$ cat config.mk
export PLATFORM = sky130hd
export DESIGN_NAME = smi_rx_stream_arb
export DESIGN_NICKNAME = d
export VERILOG_FILES = /design/src/rtl/smi_rx_pkg.sv /design/src/rtl/smi_rx_stream_arb_word_serializer.sv /design/src/rtl/smi_rx_stream_arb.sv
export SDC_FILE = /design/constraint.sdc
export NUM_CORES = 1
export LEC_CHECK = 0
export BUFFER_PORTS_ARGS = -buffer_cell sky130_fd_sc_hd__buf_2
export CORE_MARGIN = 8
export CORE_UTILIZATION = 40
export DETAILED_ROUTE_END_ITERATION = 12
export GPL_TIMING_DRIVEN = 1
export PLACE_DENSITY_LB_ADDON = 0.12
export SLEW_MARGIN = 30
export SYNTH_ARGS = -nofsm -noshare
export SYNTH_HDL_FRONTEND = slang
export SYNTH_SLANG_ARGS = --single-unit
$ cat constraint.sdc
create_clock -name i_sys_clk -period 2.39 [get_ports i_sys_clk]
set_clock_uncertainty 0.2 [all_clocks]
set_input_delay 0.478 -clock i_sys_clk [delete_from_list [all_inputs] [get_ports i_sys_clk]]
set_output_delay 0.478 -clock i_sys_clk [all_outputs]
set_load 0.02 [all_outputs]
$ cat src/rtl/smi_rx_pkg.sv
// Shared definitions for the SMI RX stream arbiter: FSM state encoding,
// channel identifiers and word/byte geometry.
package smi_rx_pkg;

  typedef enum logic [1:0] {
    IDLE  = 2'd0,
    PULL  = 2'd1,
    WAIT  = 2'd2,
    SERVE = 2'd3
  } arb_state_t;

  localparam logic CH_09 = 1'b0;
  localparam logic CH_24 = 1'b1;

  localparam int WORD_W_DEFAULT = 32;
  localparam int BYTE_W_DEFAULT = 8;
  localparam int BYTES_PER_WORD = WORD_W_DEFAULT / BYTE_W_DEFAULT;

  function automatic int bytes_per_word(input int word_w, input int byte_w);
    return word_w / byte_w;
  endfunction

endpackage

$ cat src/rtl/smi_rx_stream_arb_word_serializer.sv
// Word-to-byte serializer: loads one FIFO word and presents it MS byte first,
// advancing one byte per accepted request.
module word_serializer
  import smi_rx_pkg::*;
#(
  parameter int WORD_W = 32,
  parameter int BYTE_W = 8
) (
  input  logic              clk,
  input  logic              rst,
  input  logic              load,
  input  logic [WORD_W-1:0] load_word,
  input  logic              take,
  output logic [BYTE_W-1:0] data_byte,
  output logic              valid,
  output logic              word_start,
  output logic              last_byte
);

  localparam int BPW   = bytes_per_word(WORD_W, BYTE_W);
  localparam int CNT_W = (BPW > 1) ? $clog2(BPW) : 1;
  localparam logic [CNT_W-1:0] LAST_IDX = CNT_W'(BPW - 1);

  logic [WORD_W-1:0] shift_reg;
  logic [CNT_W-1:0]  byte_idx;

  assign data_byte = shift_reg[WORD_W-1 -: BYTE_W];
  assign last_byte = valid && (byte_idx == LAST_IDX);

  // A take while nothing is valid is ignored here; the top flags it as underrun.
  always_ff @(posedge clk or posedge rst) begin
    if (rst) begin
      shift_reg  <= '0;
      byte_idx   <= '0;
      valid      <= 1'b0;
      word_start <= 1'b0;
    end else if (load) begin
      shift_reg  <= load_word;
      byte_idx   <= '0;
      valid      <= 1'b1;
      word_start <= 1'b1;
    end else if (take && valid) begin
      shift_reg  <= shift_reg << BYTE_W;
      word_start <= 1'b0;
      if (last_byte) begin
        valid    <= 1'b0;
        byte_idx <= '0;
      end else begin
        byte_idx <= byte_idx + 1'b1;
      end
    end
  end

endmodule

$ cat src/rtl/smi_rx_stream_arb.sv
// Round-robin arbiter sharing the SMI read path between the 0.9 GHz and 2.4 GHz
// RX FIFOs. Optional per-channel word counters: define SMI_RX_ARB_STATS_EN.
module smi_rx_stream_arb
  import smi_rx_pkg::*;
#(
  parameter int WORD_W    = 32,
  parameter int BYTE_W    = 8,
  parameter int MAX_BURST = 16,
  parameter int RD_LAT    = 1
) (
  input  logic              i_sys_clk,
  input  logic              i_reset,
  input  logic              i_enable,
  input  logic [1:0]        i_ch_mask,
  input  logic              i_fifo_09_empty,
  input  logic [WORD_W-1:0] i_fifo_09_data,
  output logic              o_fifo_09_pull,
  input  logic              i_fifo_24_empty,
  input  logic [WORD_W-1:0] i_fifo_24_data,
  output logic              o_fifo_24_pull,
  input  logic              i_byte_req,
  output logic [BYTE_W-1:0] o_byte,
  output logic              o_byte_valid,
  output logic              o_word_start,
  output logic              o_active_ch,
  output logic              o_underrun,
  input  logic              i_clr_underrun
`ifdef SMI_RX_ARB_STATS_EN
  ,
  output logic [15:0]       o_words_09,
  output logic [15:0]       o_words_24
`endif
);

  localparam logic [8:0] BURST_LIMIT = 9'(MAX_BURST);
  localparam logic [1:0] WAIT_LAST   = 2'(RD_LAT - 1);

  arb_state_t state;
  logic       rr_ptr;
  logic       grant;
  logic       active_ch;
  logic       pull_09_q;
  logic       pull_24_q;
  logic       underrun;
  logic [7:0] burst_cnt;
  logic [1:0] wait_cnt;

  logic elig_09, elig_24, any_elig;
  logic pick_ch, same_elig, other_elig, burst_done, serve_cont, serve_ch;
  logic ser_load, ser_last, ser_valid, ser_start, word_done;
  logic [WORD_W-1:0] rd_word;
  logic [BYTE_W-1:0] ser_byte;

  assign elig_09  = i_ch_mask[0] & ~i_fifo_09_empty;
  assign elig_24  = i_ch_mask[1] & ~i_fifo_24_empty;
  assign any_elig = elig_09 | elig_24;

  // Arbitration choices: fresh pick from IDLE, and continuation at a word boundary.
  always_comb begin
    pick_ch    = (elig_09 & elig_24) ? rr_ptr : elig_24;
    same_elig  = active_ch ? elig_24 : elig_09;
    other_elig = active_ch ? elig_09 : elig_24;
    burst_done = ({1'b0, burst_cnt} + 9'd1) >= BURST_LIMIT;
    serve_cont = i_enable & (same_elig | other_elig);
    serve_ch   = (same_elig & ~(burst_done & other_elig)) ? active_ch : ~active_ch;
  end

  assign word_done = (state == SERVE) && i_byte_req && ser_last;
  assign ser_load  = (state == WAIT) && (wait_cnt == WAIT_LAST);
  assign rd_word   = active_ch ? i_fifo_24_data : i_fifo_09_data;

  // Strobes are registered but gated by the live empty flag so a FIFO that
  // empties in the pull cycle is never read.
  assign o_fifo_09_pull = pull_09_q & ~i_fifo_09_empty;
  assign o_fifo_24_pull = pull_24_q & ~i_fifo_24_empty;

  always_ff @(posedge i_sys_clk or posedge i_reset) begin
    if (i_reset) begin
      state     <= IDLE;
      rr_ptr    <= CH_09;
      grant     <= CH_09;
      active_ch <= CH_09;
      pull_09_q <= 1'b0;
      pull_24_q <= 1'b0;
      burst_cnt <= '0;
      wait_cnt  <= '0;
    end else begin
      case (state)
        IDLE: begin
          if (i_enable && any_elig) begin
            grant     <= pick_ch;
            pull_09_q <= (pick_ch == CH_09);
            pull_24_q <= (pick_ch == CH_24);
            state     <= PULL;
          end
        end
        PULL: begin
          pull_09_q <= 1'b0;
          pull_24_q <= 1'b0;
          if (grant ? ~i_fifo_24_empty : ~i_fifo_09_empty) begin
            active_ch <= grant;
            rr_ptr    <= ~grant;
            wait_cnt  <= '0;
            state     <= WAIT;
          end else begin
            burst_cnt <= '0;
            state     <= IDLE;
          end
        end
        WAIT: begin
          if (ser_load) state <= SERVE;
          else          wait_cnt <= wait_cnt + 2'd1;
        end
        SERVE: begin
          if (word_done) begin
            if (serve_cont) begin
              grant     <= serve_ch;
              pull_09_q <= (serve_ch == CH_09);
              pull_24_q <= (serve_ch == CH_24);
              burst_cnt <= (serve_ch == active_ch && !burst_done) ? burst_cnt + 8'd1 : 8'd0;
              state     <= PULL;
            end else begin
              burst_cnt <= '0;
              state     <= IDLE;
            end
          end
        end
        default: state <= IDLE;
      endcase
    end
  end

  // A new underrun beats a simultaneous clear.
  always_ff @(posedge i_sys_clk or posedge i_reset) begin
    if (i_reset)                         underrun <= 1'b0;
    else if (i_byte_req && !ser_valid)   underrun <= 1'b1;
    else if (i_clr_underrun)             underrun <= 1'b0;
  end

  word_serializer #(
    .WORD_W(WORD_W),
    .BYTE_W(BYTE_W)
  ) u_ser (
    .clk       (i_sys_clk),
    .rst       (i_reset),
    .load      (ser_load),
    .load_word (rd_word),
    .take      (i_byte_req),
    .data_byte (ser_byte),
    .valid     (ser_valid),
    .word_start(ser_start),
    .last_byte (ser_last)
  );

  assign o_byte       = ser_byte;
  assign o_byte_valid = ser_valid;
  assign o_word_start = ser_start;
  assign o_active_ch  = active_ch;
  assign o_underrun   = underrun;

`ifdef SMI_RX_ARB_STATS_EN
  // Saturating counts of fully served words per channel.
  always_ff @(posedge i_sys_clk or posedge i_reset) begin
    if (i_reset) begin
      o_words_09 <= '0;
      o_words_24 <= '0;
    end else if (i_clr_underrun) begin
      o_words_09 <= '0;
      o_words_24 <= '0;
    end else if (word_done) begin
      if (active_ch == CH_09) begin
        if (o_words_09 != 16'hFFFF) o_words_09 <= o_words_09 + 16'd1;
      end else begin
        if (o_words_24 != 16'hFFFF) o_words_24 <= o_words_24 + 16'd1;
      end
    end
  end
`endif

endmodule

### After elaboration in Yosys (flattened, before gate mapping)

Cells that the tools add are included.
Widths: inputs -> output; s select.

* register bits after elaboration: 54
* output and inout bits: 14
* input port bits: 73
* logic and storage cells: 114

* reductions and logical operators: 26
* equal/unequal tests: 12
* $add $sub $neg: 4
* mux-type cells: 41
* bitwise gates (word level): 17
* order comparisons: 1

Operators with widths (count)
* $mux 32: 3
* $mux 8: 4
* $mux 1: 19
* $mux 2: 9
* $pmux 8 s2: 1
* $ne 2x2->1 const B: 7
* $reduce_bool 2->1: 6
* $add 8x1->9 const B: 1
* $ge 9x5->1 const B: 1
* $reduce_and 3->1: 3
* $add 8x1->8 const B: 1
* $and 1x1->1: 8
* $logic_and 1x1->1: 8
* $pmux 2 s4: 1
* $reduce_and 4->1: 2
* $not 1->1: 7
* $eq 2x2->1 const B: 3
* $pmux 1 s3: 2
* $add 2x1->2 const B: 2
* $logic_not 2->1: 2
* $pmux 2 s2: 1
* $reduce_and 2->1: 2
* $reduce_bool 3->1: 1
* $eq 2x1->1 const B: 1
* other kinds (4): 6

### Longest topological paths before layout

Gate-level depths: netlist of run 1.

* depth in word-level cells: 13
* gate-level depth with buffers: 7
* mapped depth without buffers: 6

### Modules after synthesis

From an unflattened synthesis of run 1, not the netlist that was laid out.

* cell total of the unflattened synthesis: 352
* area total of the unflattened synthesis: 3499.6 µm²

By module, submodules not included
* word_serializer: cells an instance 197, area an instance 2018.2 µm², instances 1, sequential area each 900.9 µm²
* smi_rx_stream_arb: cells an instance 155, area an instance 1481.4 µm², instances 1, sequential area each 450.4 µm²

### Least setup slack after synthesis of run 1

Ideal clock, no wire load.

* path type: register to register
* start point: reg burst_cnt[0]
* end point: reg grant
* stages on the path, launching flop included: 7
* library setup time: 0.142 ns
* data required time: 2.048 ns
* slack: 0.579 ns
* period minus slack after synthesis: 1.811 ns
* path buffers: 0
* arrival time: 1.469 ns
* path through: dfrtp_1 > ha_1 > a31oi_1 > a41o_1 > mux2_2 > o2111ai_1 > o211ai_1

* word-level cells in the longest chain between the ends: 9

RTL lines
* start: declaration: RTL line smi_rx_stream_arb.sv:45 `logic [7:0] burst_cnt;`
* start signal: assignment: RTL line smi_rx_stream_arb.sv:120 `burst_cnt <= (serve_ch == active_ch && !burst_done) ? burst_cnt + 8'd1 : 8'd0;`
* $add 8x1->9: RTL line smi_rx_stream_arb.sv:63 `burst_done = ({1'b0, burst_cnt} + 9'd1) >= BURST_LIMIT;`
* $ge 9x5->1: RTL line smi_rx_stream_arb.sv:63
* $and 1x1->1: RTL line smi_rx_stream_arb.sv:65 `serve_ch = (same_elig & ~(burst_done & other_elig)) ? active_ch : ~active_ch;`
* $not 1->1: RTL line smi_rx_stream_arb.sv:65
* $and 1x1->1: RTL line smi_rx_stream_arb.sv:65
* $mux 1: RTL line smi_rx_stream_arb.sv:65
* $mux 1: RTL line smi_rx_stream_arb.sv:116 `if (serve_cont) begin`
* $mux 1: RTL line smi_rx_stream_arb.sv:115 `if (word_done) begin`
* $pmux 1 s2: RTL line smi_rx_stream_arb.sv:88 `case (state)`
* end signal: assignment: RTL line smi_rx_stream_arb.sv:91 `grant <= pick_ch;`
* end signal: assignment: RTL line smi_rx_stream_arb.sv:117 `grant <= serve_ch;`
* end: declaration: RTL line smi_rx_stream_arb.sv:40 `logic grant;`

Every way passes these cells. The select of a mux whose other input is x is not followed.
A chain may end at the register's enable or synchronous reset.

### Final worst setup path of run 1

* start point: reg wait_cnt[0]
* end point: reg u_ser.shift_reg[9]

* word-level cells in the longest chain between the ends: 3
* elaborated cells on any way between the ends: 4
* those cells by class: 1 x mux; 3 x reduce/logical

RTL lines
* start: declaration: RTL line smi_rx_stream_arb.sv:46 `logic [1:0] wait_cnt;`
* start signal: assignment: RTL line smi_rx_stream_arb.sv:112 `else wait_cnt <= wait_cnt + 2'd1;`
* $logic_not 2->1 (*): RTL line smi_rx_stream_arb.sv:69 `assign ser_load = (state == WAIT) && (wait_cnt == WAIT_LAST);`
* $logic_and 1x1->1 (*): RTL line smi_rx_stream_arb.sv:69
* $mux 32 / $reduce_bool 2->1 (equally long branches)
* end signal: assignment: RTL line smi_rx_stream_arb_word_serializer.sv:38 `shift_reg <= load_word;`
* end signal: assignment: RTL line smi_rx_stream_arb_word_serializer.sv:43 `shift_reg <= shift_reg << BYTE_W;`
* end: declaration: RTL line smi_rx_stream_arb_word_serializer.sv:24 `logic [WORD_W-1:0] shift_reg;`

Every way passes the cells marked *; elsewhere a longest branch is shown, timed or not.

==> results.yml, run 1 <==
sta:
  setup_viol_count_final: 0
  max_freq_mhz: 494
  min_period_ns: 2.02
  tightest_slew_ns: 0.565
  slew_viol_final: 0
  rsz0062_at_grt: "no"
  fin_crit_sh: 0.847
  hold_ws_ns: -0.0102
  relSlewSlack: 0.623
  hold_viol: 21
  setup-tns-final_ns: 0
clock_tree:
  numClockSinks: 54
  numCtsBuffers: 5
  post-cts-setup-buffers: 0
  clk_pin_slew_ns: 0.10
  root_buffer: "clkbuf_8"
  cts_resized: 0
  worstSkewPairLatency_ns: 0.30
  cts_htree_levels: 2
  cts_tree: "yes"
  clock_path_buffers: 2
  holdBufCountCts: 0
min_path:
  min_path_type: "input port to async pin"
placement:
  placed_area_um2: 3430
  globalplace.congestion: 0.763
  port_buffers: 86
  place_hpwl_mm: 5.28
cells_and_area:
  drive_gt1_frac: 0.286
  largest_reg_flops: 32
  layout_common_cells: "buf_2 (86), nand2_1 (62), dfrtp_1 (53)"
  fin_area_um2: 3540
  final_common_cell: "buf_2"
  syn_to_final_growth_pct: 20.5
  finalCoreUtilization: 0.493
  fill_cells: 725
  num_antenna_cells: 0
  nets: 474
floorplan:
  io_pins: 87
  fp.coreArea_um2: 7180
  start_util: 0.409
  die_h_um: 102
  dieArea_um2: 10300
  rows: 31
  die_width_um: 102
synthesis:
  syn_nets: 399
  avgSynthCellArea_um2: 9.12
  yosysUniqueCellTypes: 40
  yosysTopAreaCell: "dfrtp_1"
  yosysWarnings: 0
  ys_ff_latch: 54
  synthesis.area_um2: 2940
  synth.top_cell.area_share: 0.460
  yosysSeqAreaShare: 0.460
  synthTopCellsByArea: "dfrtp_1 (46%), nand2_1 (7.9%), nor2b_1 (6.4%)"
  synthCells: 322
setup_path:
  cp_slowest_cell: "dfrtp_1"
  cp_top_family: "buffers and inverters"
  path_class: "flop to flop"
  cp_cell_sequence: "inv_1, ha_1, nand3_2, buf_4, a211oi_1, a31oi_1"
  crit_path_max_fanout: 24
  timing.rr.end: "u_ser.shift_reg[9]$_DFFE_PP0P_"
  endpoint_kind: "flop"
  cp.arrival_ns: 2.01
  crit_buf_inv: 2
  slowest_delay_ns: 0.40
  reg2regPathDepth: 6
  rr_startpoint: "wait_cnt[0]$_DFFE_PP0P_"
  r2r_slack_ns: 0.37
  start_kind: "flop"
  crit_required_ns: 2.38
drt:
  drc: 0
  antenna_left: 0
  vias_per_cell: 5.00
  drt_iter0_drc: 83
  vias: 2486
  routed_wl_mm: 7.13
  dr.pass1.iters: 4
  avgRoutedWirePerCell_um: 14.3
power_and_ir_drop:
  power.density_nw_per_um2: 1090
  ir_drop_v: 0.000352
  power_leakage_nw: 1.64
global_route:
  grt_antenna_before_repair: 0
  grt-ovfl-total: 0
  grt_pass1_vias: 2489
  grt_first_pass_wirelength_mm: 11.6
  grt_max_degree: 56
  globalRouteTotalUtil: 0.139
run:
  cap_violations: 0
status:
  status: "finished with violations"
  violations: "negative hold slack"
-- stage by stage --
step | cells | setup WS [ns] | power [mW] | hold slack (ns)
after global routing | 497 | 0.182 | 4.19 | 0.00957
after detailed placement | 489 | 0.356 | 3.29 | 0.268
after floorplan | 322 | 0.397 | 2.88 | 0.255
final | 497 | 0.365 | 3.85 | -0.0102
after CTS | 497 | 0.347 | 3.91 | 0.00358
after global placement | 489 | 0.406 | 3.25 | 0.259
-- logic make-up after synthesis --
kind of cell | share of synthesized area
multiplexers | 0.0422
AND/OR/NAND/NOR | 0.210
flip-flops | 0.460
buffers and inverters | 0.0631
XOR/XNOR | 0.00298
AO/OA/AOI/OAI | 0.204
adder cells (fa/ha/maj) | 0.0170
-- worst register-to-register path, stage by stage, from the launching register on --
cell and delay [ns]:
dfrtp_1 0.40, inv_1 0.06, ha_1 0.18, nand3_2 0.40, buf_4 0.36, a211oi_1 0.25, a31oi_1 0.06
-- report_power, final --
group	total, mW	switching [mW]	internal (mW)	leakage (nW)
sequential	1.52	0.226	1.30	0.681
clock	0.609	0.296	0.313	0.0514
combinational	1.72	1.03	0.688	0.912
-- routing by layer --
layer  vias to the layer above  track usage  wire, µm
li1                       1281            -         -
met1                      1149        0.199      3580
met2                        54        0.205      3170
met3                         2       0.0330       339
met4                         0       0.0344        35
met5                         -            0         0
-- final cells by class --
cell class,count,area [µm²],share of cell area
Inverter,9,33.8,0.00955
Clock buffer,6,72.6,0.0205
Clock inverter,2,37.5,0.0106
Sequential cell,54,1350,0.382
Tap cell,99,124,0.0350
Timing Repair Buffer,97,513,0.145
Multi-Input combinational cell,230,1410,0.397
-- synth_stat cells --
cell        n
a211o_4     1
a211oi_1   24
a211oi_4    1
a21boi_0    4
a21o_1      2
a21oi_1     5
a22o_1      2
a31oi_1    25
a41o_1      1
and2_1      5
and3_1      2
and4_1      1
buf_1       2
buf_2       4
buf_4      10
clkbuf_1   13
dfrtp_1    54
ha_1        4
inv_1       9
mux2_2      3
mux2i_1     9
nand2_1    62
nand2_4     1
nand2b_1    1
nand3_1    12
nand3b_1    1
nand4_1     2
nor2_1      4
nor2b_1    30
nor3_1      2
nor3b_1     1
o2111ai_1   1
o211ai_1    1
o21ai_0    16
o22ai_1     2
o311ai_0    1
o32a_1      1
or3_1       1
or3b_2      1
xnor2_1     1
-- worst max-delay path by stage --
stage / start / to / slack (ns) / depth (start not counted)
finish: wait_cnt[0]$_DFFE_PP0P_ / u_ser.shift_reg[9]$_DFFE_PP0P_ / 0.37 / 6
global route: wait_cnt[0]$_DFFE_PP0P_ / u_ser.shift_reg[25]$_DFFE_PP0P_ / 0.18 / 6
CTS: wait_cnt[0]$_DFFE_PP0P_ / u_ser.shift_reg[9]$_DFFE_PP0P_ / 0.35 / 6
detailed placement: wait_cnt[0]$_DFFE_PP0P_ / u_ser.shift_reg[9]$_DFFE_PP0P_ / 0.36 / 6
global placement: wait_cnt[0]$_DFFE_PP0P_ / u_ser.shift_reg[22]$_DFFE_PP0P_ / 0.41 / 6
floorplan: i_reset / async pin / 0.40 / 1
No activity file was read; power rests on OpenSTA's default activity.
==> inputs of run 2 (changes only) <==
==> constraint.sdc (replaced) <==
create_clock -name i_sys_clk -period 1.7 [get_ports i_sys_clk]
set_clock_uncertainty 0.2 [all_clocks]
set_input_delay 0.34 -clock i_sys_clk [delete_from_list [all_inputs] [get_ports i_sys_clk]]
set_output_delay 0.34 -clock i_sys_clk [all_outputs]
set_load 0.02 [all_outputs]
==> results.yml, run 2 (synthesis results as in run 1) <==
drt:
  dr.pass1.iters: 4
  antenna_left: 0
  met2_wirelength_mm: 3.57
  avgRoutedWirePerCell_um: 14.4
  top_layer: "met4"
  drt-met1-wl_mm: 3.32
  drc: 0
  routed_wl_mm: 7.39
  drt_iter0_drc: 65
  wl_met3_um: 407
  vias: 2623
  vias_per_cell: 5.09
clock_tree:
  numCtsBuffers: 5
  clk_pin_slew_ns: 0.09
  clock_path_buffers: 2
  numClockSinks: 54
  cts_tree: "yes"
  cts_htree_levels: 2
  root_buffer: "clkbuf_8"
  worstSkewPairLatency_ns: 0.30
global_route:
  grt_first_pass_wirelength_mm: 12.0
  grt_max_degree: 58
  grt_pass1_vias: 2639
  globalRouteTotalUtil: 0.142
  grt_antenna_before_repair: 0
  grt-ovfl-total: 0
sta:
  hold_viol: 0
  tightest_slew_ns: 0.361
  min_period_ns: 1.77
  setup_viol_count_final: 3
  rsz0062_at_grt: "yes"
  layout_setup_ws_ns: -0.0691
  relSlewSlack: 0.756
  fin_crit_sh: 1.04
  slew_viol_final: 0
  max_freq_mhz: 565
setup_path:
  timing.rr.end: "grant$_DFFE_PP0P_"
  r2r_slack_ns: -0.07
  crit_required_ns: 1.67
  crit_path_max_fanout: 3
  cp_cell_sequence: "ha_2, a31oi_1, a41o_1, mux2_4, o2111ai_2, o211ai_1"
  cp_slowest_cell: "dfrtp_1"
  crit_buf_inv: 0
  slowest_delay_ns: 0.40
  reg2regPathDepth: 6
  start_kind: "flop"
  endpoint_kind: "flop"
  path_class: "flop to flop"
  cp_top_family: "compound AO/OA/AOI/OAI gates"
  rr_startpoint: "burst_cnt[1]$_DFFE_PP0P_"
  cp.arrival_ns: 1.74
placement:
  place_hpwl_mm: 5.26
  port_buffers: 86
  globalplace.congestion: 0.804
  place_ws_ns: -0.0517
  placed_area_um2: 3610
power_and_ir_drop:
  ir_drop_v: 0.000736
  switching_share: 0.413
  power_leakage_nw: 1.77
  power_frac_comb: 0.496
  seqPwrFrac: 0.379
  clockPowerShare: 0.125
  power.density_nw_per_um2: 1490
  p_int_mw: 3.33
  switching_power_mw: 2.34
cells_and_area:
  fin_area_um2: 3820
  drive_gt1_frac: 0.363
  nets: 492
  largest_reg_flops: 32
  syn_to_final_growth_pct: 30.2
  num_antenna_cells: 0
  final_common_cell: "buf_2"
  layout_common_cells: "buf_2 (86), nand2_1 (62), dfrtp_1 (52)"
  fill_cells: 698
min_path:
  worstHoldStart: "i_clr_underrun"
  hold_depth: 2
  min_path_type: "input port to flop"
  min_to: "o_underrun$_DFFE_PP0P_"
floorplan:
  dieArea_um2: 10300
  die_h_um: 102
  die_width_um: 102
  start_util: 0.409
  rows: 31
  fp.coreArea_um2: 7180
  io_pins: 87
status:
  status: "finished with violations"
  violations: "negative setup slack"
run:
  cap_violations: 0
[run 2: how the worst max path moves through the flow]
stage / from / endpoint / slack, ns / cells after the start
2_1_floorplan: burst_cnt[0]$_DFFE_PP0P_ / grant$_DFFE_PP0P_ / -0.01 / 6
3_3_place_gp: i_fifo_09_empty / burst_cnt[0]$_DFFE_PP0P_ / -0.0002 / 5
3_5_place_dp: burst_cnt[1]$_DFFE_PP0P_ / grant$_DFFE_PP0P_ / -0.05 / 6
4_1_cts: burst_cnt[1]$_DFFE_PP0P_ / grant$_DFFE_PP0P_ / -0.06 / 6
5_1_grt: burst_cnt[1]$_DFFE_PP0P_ / grant$_DFFE_PP0P_ / -0.11 / 6
6_report: burst_cnt[1]$_DFFE_PP0P_ / grant$_DFFE_PP0P_ / -0.07 / 6
[run 2: stage by stage]
stage | util | setup TNS (ns) | std cells | total power, mW | hold WS (ns)
after global routing | 0.533 | -0.553 | 515 | 6.14 | 0.0101
final | 0.533 | -0.0966 | 515 | 5.68 | 0.0181
after floorplan | - | -0.0102 | 322 | 4.06 | 0.208
after detailed placement | 0.503 | -0.108 | 503 | 4.81 | 0.237
after CTS | 0.516 | -0.106 | 512 | 5.53 | 0.0119
after global placement | 0.503 | -0.000167 | 503 | 4.77 | 0.239
[run 2: what timing repair did]
item,in CTS,in global routing
hold buffers,1,0
endpoints found under the hold margin,54,0
cloned,0,1
pin swaps,0,3
resized for setup,3,18
endpoints found under the setup margin,4,25
buffers inserted,0,2
[run 2: area by class of cell]
cell class | count | area [µm²] | area share
multi-input cells | 230 | 1500 | 0.392
flip-flops and latches | 54 | 1350 | 0.354
repair buffers | 115 | 722 | 0.189
well taps | 99 | 124 | 0.0324
clock buffers | 6 | 72.6 | 0.0190
inverters | 9 | 37.5 | 0.00982
clock inverters | 2 | 13.8 | 0.00360
[run 2: per-layer routing]
layer,GRT usage,up-vias
met1,0.176,1236
met2,0.238,65
met5,0,-
met4,0.0447,0
met3,0.0309,7
li1,-,1315
[run 2: worst register-to-register path: cells and delay by family, from the launching register on]
kind,cells,cell delay (ns)
compound gates,4,0.51
flops,1,0.40
fa+ha+maj,1,0.20
mux,1,0.31
[run 2: power by group through the flow]
stage	registers (mW)	logic (mW)	clock network (mW)
final	2.15	2.82	0.708
after global routing	2.22	3.14	0.786
after CTS	2.15	2.65	0.733
after detailed placement	2.17	2.64	0
after global placement	2.16	2.61	0
after floorplan	2.12	1.94	0
==> inputs of run 3 (changes only) <==
--- a/config.mk
+++ b/config.mk
@@ -10,7 +10,8 @@
 export CORE_UTILIZATION = 40
 export DETAILED_ROUTE_END_ITERATION = 12
 export GPL_TIMING_DRIVEN = 1
-export PLACE_DENSITY_LB_ADDON = 0.12
+export PLACE_DENSITY = 0.67
+export REMOVE_ABC_BUFFERS = 1
 export SLEW_MARGIN = 30
 export SYNTH_ARGS = -nofsm -noshare
 export SYNTH_HDL_FRONTEND = slang
==> results.yml, run 3 (synthesis results as in run 1) <==
setup_path:
  start_kind: "flop"
  crit_required_ns: 1.67
  path_class: "flop to flop"
  slowest_delay_ns: 0.44
  endpoint_kind: "flop"
  cp_cell_sequence: "buf_6, a21boi_2, a41o_1, mux2_4, o2111ai_2, o211ai_1"
  cp.arrival_ns: 1.76
  crit_path_max_fanout: 3
  cp_slowest_cell: "dfrtp_1"
sta:
  layout_setup_ws_ns: -0.0844
  hold_ws_ns: 0.0216
  min_period_ns: 1.78
  rsz0062_at_grt: "yes"
  tightest_slew_ns: 0.427
  hold_viol: 0
  slew_viol_final: 0
  fin_crit_sh: 1.05
  relSlewSlack: 0.715
  max_freq_mhz: 560
  setup_viol_count_final: 6
floorplan:
  dieArea_um2: 10300
  die_h_um: 102
  io_pins: 87
  fp.coreArea_um2: 7180
  start_util: 0.409
  die_width_um: 102
  rows: 31
global_route:
  use_met2: 0.257
  grt-busiest-layer: "met2"
  grt_max_degree: 39
  use_met3: 0.0392
  globalRouteTotalUtil: 0.151
  grt-ovfl-total: 0
  grt_pass1_vias: 2663
  grt_antenna_before_repair: 0
  met1_usage: 0.190
  grt_first_pass_wirelength_mm: 12.6
drt:
  vias: 2721
  drt_iter0_drc: 142
  routed_wl_mm: 8.43
  vias_per_cell: 5.14
  dr.pass1.iters: 4
  drc: 0
  avgRoutedWirePerCell_um: 15.9
  antenna_left: 0
clock_tree:
  clock_path_buffers: 2
  numCtsBuffers: 5
  root_buffer: "clkbuf_8"
  cts_tree: "yes"
  numClockSinks: 54
  cts_htree_levels: 2
  worstSkewPairLatency_ns: 0.30
  clk_pin_slew_ns: 0.10
run:
  cap_violations: 0
power_and_ir_drop:
  power.density_nw_per_um2: 1550
  power_leakage_nw: 1.89
  ir_drop_v: 0.000704
status:
  status: "finished with violations"
  violations: "negative setup slack"
cells_and_area:
  largest_reg_flops: 32
  nets: 506
  syn_to_final_growth_pct: 38.4
  num_antenna_cells: 0
  layout_common_cells: "buf_2 (85), nand2_1 (62), dfrtp_1 (51)"
  finalCoreUtilization: 0.567
  drive_gt1_frac: 0.384
  final_common_cell: "buf_2"
  fill_cells: 649
placement:
  place_ws_ns: -0.175
  globalplace.congestion: 0.840
  place_hpwl_mm: 5.62
  port_buffers: 86
min_path:
  min_path_type: "input port to flop"
run 3: cell types whose count changed in the layout (fill, tap and decap cells not counted), moves of 2 or more:
cell       change
buf_4          +8
buf_12         +2
clkbuf_16      +2
ha_1           +2
ha_2           -3
run 3: cell type report:
| type | count | area, µm² | share of cell area |
|---|---|---|---|
| multi-input combinational | 230 | 1520 | 0.373 |
| sequential | 54 | 1360 | 0.333 |
| timing repair buffer | 129 | 942 | 0.232 |
| tap | 99 | 124 | 0.0305 |
| clock buffer | 6 | 82.6 | 0.0203 |
| inverter | 9 | 33.8 | 0.00831 |
| clock inverter | 2 | 12.5 | 0.00308 |
run 3: worst paths after layout:
path | startpoint | cells past startpoint | slack [ns] | endpoint
setup / recovery | burst_cnt[0]$_DFFE_PP0P_ | 6 | -0.08 | grant$_DFFE_PP0P_
hold / removal | i_clr_underrun | 2 | 0.02 | o_underrun$_DFFE_PP0P_
hold reg to reg | burst_cnt[6]$_DFFE_PP0P_ | 1 | 0.30 | burst_cnt[6]$_DFFE_PP0P_
max in group asynchronous | i_reset | 4 | 0.47 | u_ser.shift_reg[11]$_DFFE_PP0P_
min in group asynchronous | i_reset | 3 | 0.36 | u_ser.shift_reg[6]$_DFFE_PP0P_
setup reg to reg | burst_cnt[0]$_DFFE_PP0P_ | 6 | -0.08 | grant$_DFFE_PP0P_
run 3: power by group:
group | total (mW) | internal, mW | leakage (nW) | switching [mW]
logic | 3.41 | 1.62 | 1.16 | 1.79
clock network | 0.747 | 0.328 | 0.0472 | 0.419
registers | 2.13 | 1.82 | 0.678 | 0.311
run 3: per-stage QoR:
stage | setup TNS (ns) | cell area [µm²] | total power, mW | cells
final | -0.283 | 4070 | 6.29 | 529
after global routing | -0.701 | 4070 | 6.75 | 529
after CTS | -0.368 | 3840 | 5.91 | 520
after detailed placement | -0.442 | 3660 | 4.95 | 510
after global placement | -0.315 | 3660 | 4.84 | 510
after floorplan | -46.28 | 2790 | 3.80 | 293
run 3: timing repair:
item / in CTS / in global routing
gates cloned: 1 / 3
buffers inserted: 0 / 6
pin swaps: 4 / 3
hold endpoints to repair: 14 / 0
hold buffers: 1 / 0
resized for setup: 14 / 20
setup endpoints to repair: 6 / 29
run 3: per-layer routing:
| metal | up-vias | wire length (µm) |
|---|---|---|
| met3 | 5 | 542 |
| li1 | 1342 | - |
| met1 | 1302 | 3630 |
| met5 | - | 0 |
| met4 | 0 | 44 |
| met2 | 72 | 4220 |
run 3: worst max-delay path: cells and delay by family (launching register included):
family                 cells  cell delay (ns)
buffers and inverters      1             0.14
multiplexers               1             0.32
AO/OA/AOI/OAI              4             0.55
flip-flops                 1             0.44
